===== src/rtl/match_detect_pipe_pkg.sv =====
// match_detect_pkg: shared types and elaboration helpers for match_detect_pipe.
// Ports: none (package). Provides match_mode_e, MODE_* values, calc_levels()
// and level_width() used to size the OR-reduction tree.
package match_detect_pkg;

    localparam int unsigned MODE_W = 2;

    typedef enum logic [MODE_W-1:0] {
        MODE_ZERO = 2'd0,
        MODE_ONES = 2'd1,
        MODE_EQ   = 2'd2,
        MODE_RSVD = 2'd3
    } match_mode_e;

    // Number of FANIN-ary OR levels needed to reduce width bits to one (min 1).
    function automatic int unsigned calc_levels(input int unsigned width, input int unsigned fanin);
        int unsigned lv;
        int unsigned span;
        lv   = 1;
        span = fanin;
        while (span < width) begin
            span = span * fanin;
            lv   = lv + 1;
        end
        return lv;
    endfunction

    // Bit count after 'level' reductions; ceil at each level equals padding to FANIN^LEVELS.
    function automatic int unsigned level_width(input int unsigned width, input int unsigned fanin,
                                                input int unsigned level);
        int unsigned w;
        w = width;
        for (int unsigned i = 0; i < level; i++) begin
            w = (w + fanin - 1) / fanin;
        end
        return w;
    endfunction

endpackage


===== src/rtl/match_detect_pipe_if.sv =====
// match_detect_pipe_if: request/result bundle for match_detect_pipe.
// Request side: in_valid/in_ready handshake, in_mode, in_a, in_b, in_tag, flush.
// Result side:  out_valid/out_ready handshake, out_match, out_tag.
// master = requester/consumer side, slave = the detector.
interface match_detect_pipe_if #(
    parameter int unsigned WIDTH = 64,
    parameter int unsigned TAG_W = 6
);
    import match_detect_pkg::*;

    logic              in_valid;
    logic              in_ready;
    match_mode_e       in_mode;
    logic [WIDTH-1:0]  in_a;
    logic [WIDTH-1:0]  in_b;
    logic [TAG_W-1:0]  in_tag;
    logic              flush;
    logic              out_valid;
    logic              out_ready;
    logic              out_match;
    logic [TAG_W-1:0]  out_tag;

    modport master (
        output in_valid, in_mode, in_a, in_b, in_tag, flush, out_ready,
        input  in_ready, out_valid, out_match, out_tag
    );

    modport slave (
        input  in_valid, in_mode, in_a, in_b, in_tag, flush, out_ready,
        output in_ready, out_valid, out_match, out_tag
    );

endinterface


===== src/rtl/match_detect_pipe_or_reduce_level.sv =====
// or_reduce_level: one combinational level of the OR-reduction tree.
// Ports: in_bits [IN_W] -> out_bits [ceil(IN_W/FANIN)], each output bit is the
// OR of one FANIN-bit group; the last group is zero-padded.
module or_reduce_level #(
    parameter  int unsigned IN_W  = 64,
    parameter  int unsigned FANIN = 4,
    localparam int unsigned OUT_W = (IN_W + FANIN - 1) / FANIN
) (
    input  logic [IN_W-1:0]  in_bits,
    output logic [OUT_W-1:0] out_bits
);

    localparam int unsigned PAD_W = OUT_W * FANIN;

    logic [PAD_W-1:0] padded_c;

    assign padded_c = PAD_W'(in_bits);

    // Group-wise OR
    always_comb begin
        out_bits = '0;
        for (int unsigned g = 0; g < OUT_W; g++) begin
            out_bits[g] = |padded_c[g*FANIN +: FANIN];
        end
    end

endmodule


===== src/rtl/match_detect_pipe.sv =====
// match_detect_pipe: pipelined zero / all-ones / equality detector.
// Ports: clk, reset (async, active-high), bus (match_detect_pipe_if.slave):
//   request  in_valid/in_ready, in_mode, in_a, in_b, in_tag, flush
//   result   out_valid/out_ready, out_match, out_tag (all registered)
// One register per tree level; all stages advance together when the output
// slot is free or being consumed. Latency is LEVELS cycles.
module match_detect_pipe
    import match_detect_pkg::*;
#(
    parameter int unsigned WIDTH = 64,
    parameter int unsigned FANIN = 4,
    parameter int unsigned TAG_W = 6
) (
    input logic                clk,
    input logic                reset,
    match_detect_pipe_if.slave bus
);

    localparam int unsigned LEVELS = calc_levels(WIDTH, FANIN);
    localparam int unsigned TAGS_W = LEVELS * TAG_W;

    logic                          advance_c;
    logic                          in_ready_c;
    logic                          fire_c;
    logic [WIDTH-1:0]              mism_c;
    logic [LEVELS-1:0]             vld_q;
    logic [LEVELS-1:0][TAG_W-1:0]  tag_q;
    logic                          match_q;

    assign advance_c  = !vld_q[LEVELS-1] || bus.out_ready;
    assign in_ready_c = advance_c && !bus.flush;
    assign fire_c     = bus.in_valid && in_ready_c;

    // Mismatch vector: any set bit means the condition is false
    always_comb begin
        mism_c = '1;
        case (bus.in_mode)
            MODE_ZERO: mism_c = bus.in_a;
            MODE_ONES: mism_c = ~bus.in_a;
            MODE_EQ:   mism_c = bus.in_a ^ bus.in_b;
            default:   mism_c = '1;
        endcase
    end

    // Valid and tag shift registers; flush kills every valid regardless of advance
    always_ff @(posedge clk or posedge reset) begin
        if (reset) begin
            vld_q <= '0;
            tag_q <= '0;
        end else begin
            if (bus.flush) begin
                vld_q <= '0;
            end else if (advance_c) begin
                vld_q <= LEVELS'({vld_q, fire_c});
            end
            if (advance_c) begin
                tag_q <= TAGS_W'({tag_q, bus.in_tag});
            end
        end
    end

    // Reduction tree: combinational level followed by its stage register
    for (genvar l = 0; l < LEVELS; l++) begin : g_lvl
        localparam int unsigned IN_W  = level_width(WIDTH, FANIN, l);
        localparam int unsigned OUT_W = level_width(WIDTH, FANIN, l + 1);

        logic [IN_W-1:0]  d_c;
        logic [OUT_W-1:0] or_c;

        if (l == 0) begin : g_src
            assign d_c = mism_c;
        end else begin : g_src
            assign d_c = g_lvl[l-1].g_reg.q;
        end

        or_reduce_level #(
            .IN_W  (IN_W),
            .FANIN (FANIN)
        ) u_or (
            .in_bits  (d_c),
            .out_bits (or_c)
        );

        if (l + 1 < LEVELS) begin : g_reg
            logic [OUT_W-1:0] q;
            always_ff @(posedge clk or posedge reset) begin
                if (reset) begin
                    q <= '0;
                end else if (advance_c) begin
                    q <= or_c;
                end
            end
        end else begin : g_out
            // Last stage stores the NOR so out_match is a plain register
            always_ff @(posedge clk or posedge reset) begin
                if (reset) begin
                    match_q <= 1'b0;
                end else if (advance_c) begin
                    match_q <= ~|or_c;
                end
            end
        end
    end

    assign bus.in_ready  = in_ready_c;
    assign bus.out_valid = vld_q[LEVELS-1];
    assign bus.out_match = match_q;
    assign bus.out_tag   = tag_q[LEVELS-1];

endmodule


===== src/flat_wrapper.sv =====
// flat-port wrapper written by rule: the top's interface ports become plain ports
module match_detect_pipe_flat import match_detect_pkg::*;
#(
    parameter int unsigned WIDTH = 64,
    parameter int unsigned FANIN = 4,
    parameter int unsigned TAG_W = 6
)
  (clk, reset, bus_in_valid, bus_in_mode, bus_in_a, bus_in_b, bus_in_tag, bus_flush, bus_out_ready, bus_in_ready, bus_out_valid, bus_out_match, bus_out_tag);
  match_detect_pipe_if #(.WIDTH(WIDTH), .TAG_W(TAG_W)) bus_i ();
  input logic clk;
  input logic reset;
  input wire logic [$bits(bus_i.in_valid)-1:0] bus_in_valid;
  input wire logic [$bits(bus_i.in_mode)-1:0] bus_in_mode;
  input wire logic [$bits(bus_i.in_a)-1:0] bus_in_a;
  input wire logic [$bits(bus_i.in_b)-1:0] bus_in_b;
  input wire logic [$bits(bus_i.in_tag)-1:0] bus_in_tag;
  input wire logic [$bits(bus_i.flush)-1:0] bus_flush;
  input wire logic [$bits(bus_i.out_ready)-1:0] bus_out_ready;
  output wire logic [$bits(bus_i.in_ready)-1:0] bus_in_ready;
  output wire logic [$bits(bus_i.out_valid)-1:0] bus_out_valid;
  output wire logic [$bits(bus_i.out_match)-1:0] bus_out_match;
  output wire logic [$bits(bus_i.out_tag)-1:0] bus_out_tag;
  assign bus_i.in_valid = bus_in_valid;
  assign bus_i.in_mode = bus_in_mode;
  assign bus_i.in_a = bus_in_a;
  assign bus_i.in_b = bus_in_b;
  assign bus_i.in_tag = bus_in_tag;
  assign bus_i.flush = bus_flush;
  assign bus_i.out_ready = bus_out_ready;
  assign bus_in_ready = bus_i.in_ready;
  assign bus_out_valid = bus_i.out_valid;
  assign bus_out_match = bus_i.out_match;
  assign bus_out_tag = bus_i.out_tag;
  match_detect_pipe #(.WIDTH(WIDTH), .FANIN(FANIN), .TAG_W(TAG_W)) u_core (.clk(clk), .reset(reset), .bus(bus_i));
endmodule

===== config.mk =====
export PLATFORM = sky130hd
export DESIGN_NAME = match_detect_pipe_flat
export DESIGN_NICKNAME = d
export VERILOG_FILES = /design/src/rtl/match_detect_pipe_pkg.sv /design/src/rtl/match_detect_pipe_if.sv /design/src/rtl/match_detect_pipe_or_reduce_level.sv /design/src/rtl/match_detect_pipe.sv /design/src/flat_wrapper.sv
export SDC_FILE = /design/constraint.sdc
export NUM_CORES = 1
export LEC_CHECK = 0
export ABC_AREA = 1
export ABC_CLOCK_PERIOD_IN_PS = 3300
export BUFFER_PORTS_ARGS = -buffer_cell sky130_fd_sc_hd__buf_2
export CAP_MARGIN = 0
export CORE_MARGIN = 1
export CORE_UTILIZATION = 50
export CTS_CLUSTER_DIAMETER = 50
export DETAILED_ROUTE_END_ITERATION = 12
export PLACE_DENSITY = 0.83
export SLEW_MARGIN = 20
export SYNTH_ARGS = -nofsm -noshare
export SYNTH_HDL_FRONTEND = slang
export SYNTH_SLANG_ARGS = --single-unit

===== constraint.sdc =====
create_clock -name clk -period 3.3 [get_ports clk]
set_input_delay 0.33 -clock clk [delete_from_list [all_inputs] [get_ports clk]]
set_output_delay 0.33 -clock clk [all_outputs]
set_load 0.05 [all_outputs]

==> impl_metrics.ini, run 1 <==
[yosys]
syn_area_um2 = 3540
syn_nets = 781
synthCells = 640
syn_avg_cell_area_um2 = 5.54
synth_seq_cells = 42
yosys_warnings = 0
ys_types = 19
yosysSeqAreaShare_pct = 29.7

[run_status]
outcome = finished clean

[power_and_ir_drop]
p_leak_nw = 2.75
vdd_ir_drop_max_mv = 0.137
p_sw_share_pct = 33.9
p_comb_share_pct = 30.6
seqPwrFrac_pct = 43.3
powerDensity_nw_per_um2 = 298
p_int_w = 0.000852
p_sw_w = 0.000437
clkPwrFrac_pct = 26.0

[floorplan]
rows = 30
die_w_um = 86.2
dieArea_um2 = 7430
dieHeight_um = 86.2
start_util_pct = 51.9
num_io_pins = 150
coreArea_um2 = 6830

[drt]
drt-total-wl_mm = 8.88
ant_nets = 0
viasPerCell = 4.77
post_drt_wl_per_cell_um = 10.2
drtIter0Drc = 180
vias = 4140
dr.pass1.iters = 4
drcViolationCount = 0

[sta]
fin_crit_sh_pct = 53.4
period_needed_ns = 1.76
grt_setup_unrepaired = no
setup_viol = 0
maxSlewViolCount = 0
slew-limit-headroom_pct = 28.8
fmax_ghz = 0.568
tns_ns = 0
tightest_slew_ns = 1.07
skew_ns = 0.00759
hold_viol = 0

[worst_setup_path]
path_class = in2reg
crit_fanout = 53
cp_data_arrival_time_ns = 1.96
cp-end-kind = flip-flop
cp.required_ns = 3.50
worstSetupStartpointType = input port
crit_chain = buf_2 > inv_2 > buf_4 > nand2_1 > nand2_1 > nand2_1 > nor2_1 > nand3_1 > nand2_1 > inv_1
crit_top_cell = nand2_1
max_stage_delay_ns = 0.56
crit_slowest_cell = inv_2

[layout]
final_nets = 910
final_cell_mix = nand2_1, buf_2, inv_1
areaGrowthSynthToFinish_pct = 22.2
fill_cells = 732
drive_gt1_share_pct = 22.6
fin_cells = 868
final_common_cell = nand2_1
postLayoutCoreUtil_pct = 63.4

[global_route]
antenna_found_initial = 2
track_usage_pct = 24.6
grt_pass1_wl_mm = 14.9
grt_max_degree = 65
grt_overflow = 0
grt_pass1_vias = 3769

[place]
portBuffers = 149
gp_congestion = 0.853
dp_cells = 858
dp_hpwl_mm = 6.98

[flow_run]
drv_cap = 0

[clocking]
cts_tree = done
htreeDepth = 2
ctsHoldBuffers = 0
cts_resized = 0
clk_pin_slew_ns = 0.09
root_buffer = clkbuf_8
postCtsSetupBuffers = 0
clock_path_buffers = 2
cts_sinks = 42
insertion_delay_ns = 0.30
cts_inserted_buffers = 5

[min_path]
worstHoldPathType = in2async
==> final timing paths <==
check / from / endpoint / slack, ns / depth (start not counted)
worst min register to register: u_core.bus.out_tag[2] / u_core.bus.out_tag[2] / 0.47 / 2
max in group asynchronous: reset / u_core.g_lvl[1].g_reg.q[2] / 2.44 / 3
worst max-delay path: bus_in_mode[0] / u_core.g_lvl[0].g_reg.q[2] / 1.54 / 10
worst min-delay path: reset / u_core.tag_q[2] / 0.19 / 2
min in group clk: bus_flush / u_core.vld_q[2] / 0.19 / 2
worst max register to register: u_core.vld_q[2] / u_core.g_lvl[0].g_reg.q[4] / 1.58 / 8
==> power groups by stage <==
stage / Sequential (W) / Clock [W] / Combinational [W]
after floorplan: 0.000567 / 0 / 0.000273
final: 0.000558 / 0.000335 / 0.000395
after CTS: 0.000559 / 0.000347 / 0.000396
after global routing: 0.000563 / 0.000365 / 0.000450
after global placement: 0.000567 / 0 / 0.000383
after detailed placement: 0.000569 / 0 / 0.000395
==> synthesized netlist by cell type (all sizes together) <==
library cell / count / share of area, %
nand3: 58 / 8.2
buf: 32 / 6.2
nor2: 53 / 5.7
clkbuf: 1 / 0.11
inv: 74 / 7.8
nor3: 4 / 0.56
xnor2: 3 / 0.74
a21oi: 13 / 1.8
o21ai: 1 / 0.14
or2: 8 / 1.4
o22ai: 1 / 0.18
a31oi: 4 / 0.71
dfrtp: 42 / 30
nand2: 346 / 37
==> registers in the layout, indices dropped and copies added, names as in the netlist <==
signal,count
u_core.tag_q,12
u_core.bus.out_tag,6
u_core.vld_q,3
u_core.g_lvl.g_reg.q,20
u_core.bus.out_match,1
==> worst max-delay path, delay by kind of cell <==
kind	cells	cell delay [ns]
buf+inv	4	1.09
simple gates	6	0.51
==> cell families (layout without fill, tap and decap cells) <==
group,Yosys count,in the layout,share of synthesized area (%)
xor gates and xnor gates,3,3,0.742
DFF,42,42,29.7
and+or+nand+nor,469,469,52.6
buffers and inverters,107,237,14.2
other,0,2,0
AOI/OAI and AO/OA,19,19,2.86
==> metal layers <==
layer | track usage (%) | wire length [um] | vias to the layer above
met1 | 25.7 | 3640 | 1810
met2 | 47.3 | 4450 | 129
met5 | 0 | 0 | -
li1 | - | - | 2167
met3 | 3.33 | 373 | 34
met4 | 13.5 | 407 | 0
==> stage by stage <==
step                cell area [um^2]  setup WS [ns]  power, W  hold slack, ns
floorplan                       3540           1.62  0.000840           0.393
global placement                4230           1.27  0.000951           0.450
detailed placement              4230           1.24  0.000963           0.454
CTS                             4320           1.53   0.00130           0.181
global route                    4330           1.36   0.00138           0.187
finish                          4330           1.54   0.00129           0.194
==> final cells by class <==
cell class                 instances  area, um^2  area share [%]
timing repair buffer             155         791            18.3
sequential                        42        1050            24.3
tap                               96         120            2.77
multi-input combinational        491        1990            46.0
antenna                            2        5.00           0.116
inverter                          74         278            6.42
clock inverter                     3        25.0           0.578
clock buffer                       5        68.8            1.59
Note: power is estimated with default switching activity, not from simulation.
==> inputs of run 2 (changes only) <==
--- a/config.mk
+++ b/config.mk
@@ -6,14 +6,14 @@
 export NUM_CORES = 1
 export LEC_CHECK = 0
 export ABC_AREA = 1
-export ABC_CLOCK_PERIOD_IN_PS = 3300
+export ABC_CLOCK_PERIOD_IN_PS = 1600
 export BUFFER_PORTS_ARGS = -buffer_cell sky130_fd_sc_hd__buf_2
 export CAP_MARGIN = 0
 export CORE_MARGIN = 1
-export CORE_UTILIZATION = 50
+export CORE_UTILIZATION = 44
 export CTS_CLUSTER_DIAMETER = 50
 export DETAILED_ROUTE_END_ITERATION = 12
-export PLACE_DENSITY = 0.83
+export PLACE_DENSITY = 0.77
 export SLEW_MARGIN = 20
 export SYNTH_ARGS = -nofsm -noshare
 export SYNTH_HDL_FRONTEND = slang
==> constraint.sdc (replaced) <==
create_clock -name clk -period 1.6 [get_ports clk]
set_input_delay 0.16 -clock clk [delete_from_list [all_inputs] [get_ports clk]]
set_output_delay 0.16 -clock clk [all_outputs]
set_load 0.05 [all_outputs]
==> run 2 against run 1 <==
  * The run now ends with hold timing left
  * Critical endpoint is now bus_in_ready
  * First-iteration DRC count shrank 19%
  * Largest power group unchanged
  * Clock skew down 0.0026 ns
  * Register-to-register slack worse by 1.4 ns
  * Sequential power rose by 110%
  * Non-clock buffer count is 6 higher
  * Flip-flop and latch count stayed put
  * Clock-buffer cell count is 1 higher
==> impl_metrics.ini, run 2 (synthesized netlist as in run 1, its figures left out) <==
[sta]
fin_crit_sh_pct = 92.3
fmax_ghz = 0.677
maxSlewViolCount = 0
setup_viol = 0
tns_ns = 0
skew_ns = 0.00495
setup_slack_ns = 0.123
slew-limit-headroom_pct = 65.6
grt_setup_unrepaired = no
hold_viol = 9
period_needed_ns = 1.48
holdWs_ns = -0.00508
tightest_slew_ns = 0.516

[clocking]
postCtsSetupBuffers = 0
clock_path_buffers = 2
root_buffer = clkbuf_8
clk_pin_slew_ns = 0.08
cts_tree = done
insertion_delay_ns = 0.29
cts_sinks = 42
htreeDepth = 2
cts_inserted_buffers = 5

[worst_setup_path]
crit_slowest_cell = dfrtp_1
cp-end-kind = primary output
crit_chain = nand2_2 > buf_12 > nand2_1 > inv_1 > buf_6
max_stage_delay_ns = 0.40
cp.required_ns = 1.44
path_class = reg2out
cp_data_arrival_time_ns = 1.32
worstSetupStartpointType = flip-flop
crit_fanout = 19

[power_and_ir_drop]
powerDensity_nw_per_um2 = 605
p_leak_nw = 2.81
vdd_ir_drop_max_mv = 0.323

[floorplan]
dieHeight_um = 91.7
rows = 32
dieArea_um2 = 8420
coreArea_um2 = 7770
num_io_pins = 150
start_util_pct = 45.6
die_w_um = 91.7

[global_route]
grt_overflow = 0
grt_pass1_vias = 3884
grt_pass1_wl_mm = 15.7
track_usage_pct = 22.4
grt_max_degree = 57
antenna_found_initial = 1

[layout]
fill_cells = 751
drive_gt1_share_pct = 23.3
final_common_cell = nand2_1
final_cell_mix = nand2_1, buf_2, inv_1
regMostFlops = u_core.g_lvl.g_reg.q
largest_register_ffs = 20
final_nets = 916
fin_cells = 879
postLayoutCoreUtil_pct = 57.4
areaGrowthSynthToFinish_pct = 25.8

[run_status]
violations = hold timing
outcome = finished with violations

[drt]
drtIter0Drc = 145
post_drt_wl_per_cell_um = 10.5
ant_nets = 0
viasPerCell = 4.69
drcViolationCount = 0
vias = 4119
drt-total-wl_mm = 9.27
dr.pass1.iters = 4

[place]
place_ws_ns = 0.215
dp_hpwl_mm = 7.20
gp_congestion = 0.879
dp_cells = 869
portBuffers = 149

[min_path]
worstHoldPathType = in2async

[flow_run]
drv_cap = 0
==> run 2: critical path, delay by kind of cell, from the launching register on <==
kind                   cells  cell delay (ns)
AND/OR/NAND/NOR            2             0.22
buffers and inverters      3             0.40
flip-flops                 1             0.40
==> run 2: area by class of cell <==
| type | count | area, um^2 | area share [%] |
|---|---|---|---|
| antenna | 1 | 2.50 | 0.0561 |
| clock buffer | 6 | 82.6 | 1.85 |
| clock inverter | 2 | 12.5 | 0.281 |
| inverter | 74 | 278 | 6.23 |
| multi-input combinational | 491 | 1990 | 44.7 |
| sequential | 42 | 1050 | 23.6 |
| tap | 102 | 128 | 2.86 |
| timing repair buffer | 161 | 910 | 20.4 |
==> run 2: path summary, 6_finish.rpt <==
kind | from | endpoint | slack (ns) | cells after the start
worst min-delay path | reset | u_core.tag_q[10] | -0.005 | 3
max in group asynchronous | reset | u_core.g_lvl[0].g_reg.q[12] | 1.24 | 3
worst max register to register | u_core.vld_q[2] | u_core.g_lvl[0].g_reg.q[12] | 0.18 | 7
worst min register to register | u_core.tag_q[10] | u_core.tag_q[10] | 0.47 | 2
worst max-delay path | u_core.vld_q[2] | bus_in_ready | 0.12 | 5
min in group clk | bus_flush | u_core.vld_q[2] | 0.03 | 2
==> run 2: report_power, final <==
| part | internal, W | switching (W) |
|---|---|---|
| clock | 0.000347 | 0.000348 |
| combinational | 0.000344 | 0.000504 |
| sequential | 0.00112 | 0.0000307 |
| total | 0.00181 | 0.000882 |
==> run 2: metrics by stage <==
| stage | instance area (um^2) | power (W) |
|---|---|---|
| floorplan | 3540 | 0.00173 |
| global placement | 4330 | 0.00200 |
| detailed placement | 4330 | 0.00202 |
| CTS | 4420 | 0.00272 |
| global route | 4460 | 0.00289 |
| finish | 4460 | 0.00270 |
==> run 2: layer usage <==
metal  vias to the layer above  global-route usage [%]  routed length, um
met4                         0                    7.55                260
met3                        22                    2.49                380
li1                       2181                       -                  -
met5                         -                       0                  0
met1                      1795                    25.1               3810
met2                       121                    43.5               4820
==> run 2: repair_timing <==
item | in CTS | in global routing
gates cloned | 0 | 1
setup endpoints to repair | 1 | 1
gates resized for setup | 1 | 2
hold endpoints to repair | 0 | 0
pin swaps | 0 | 0
hold buffers | 0 | 0
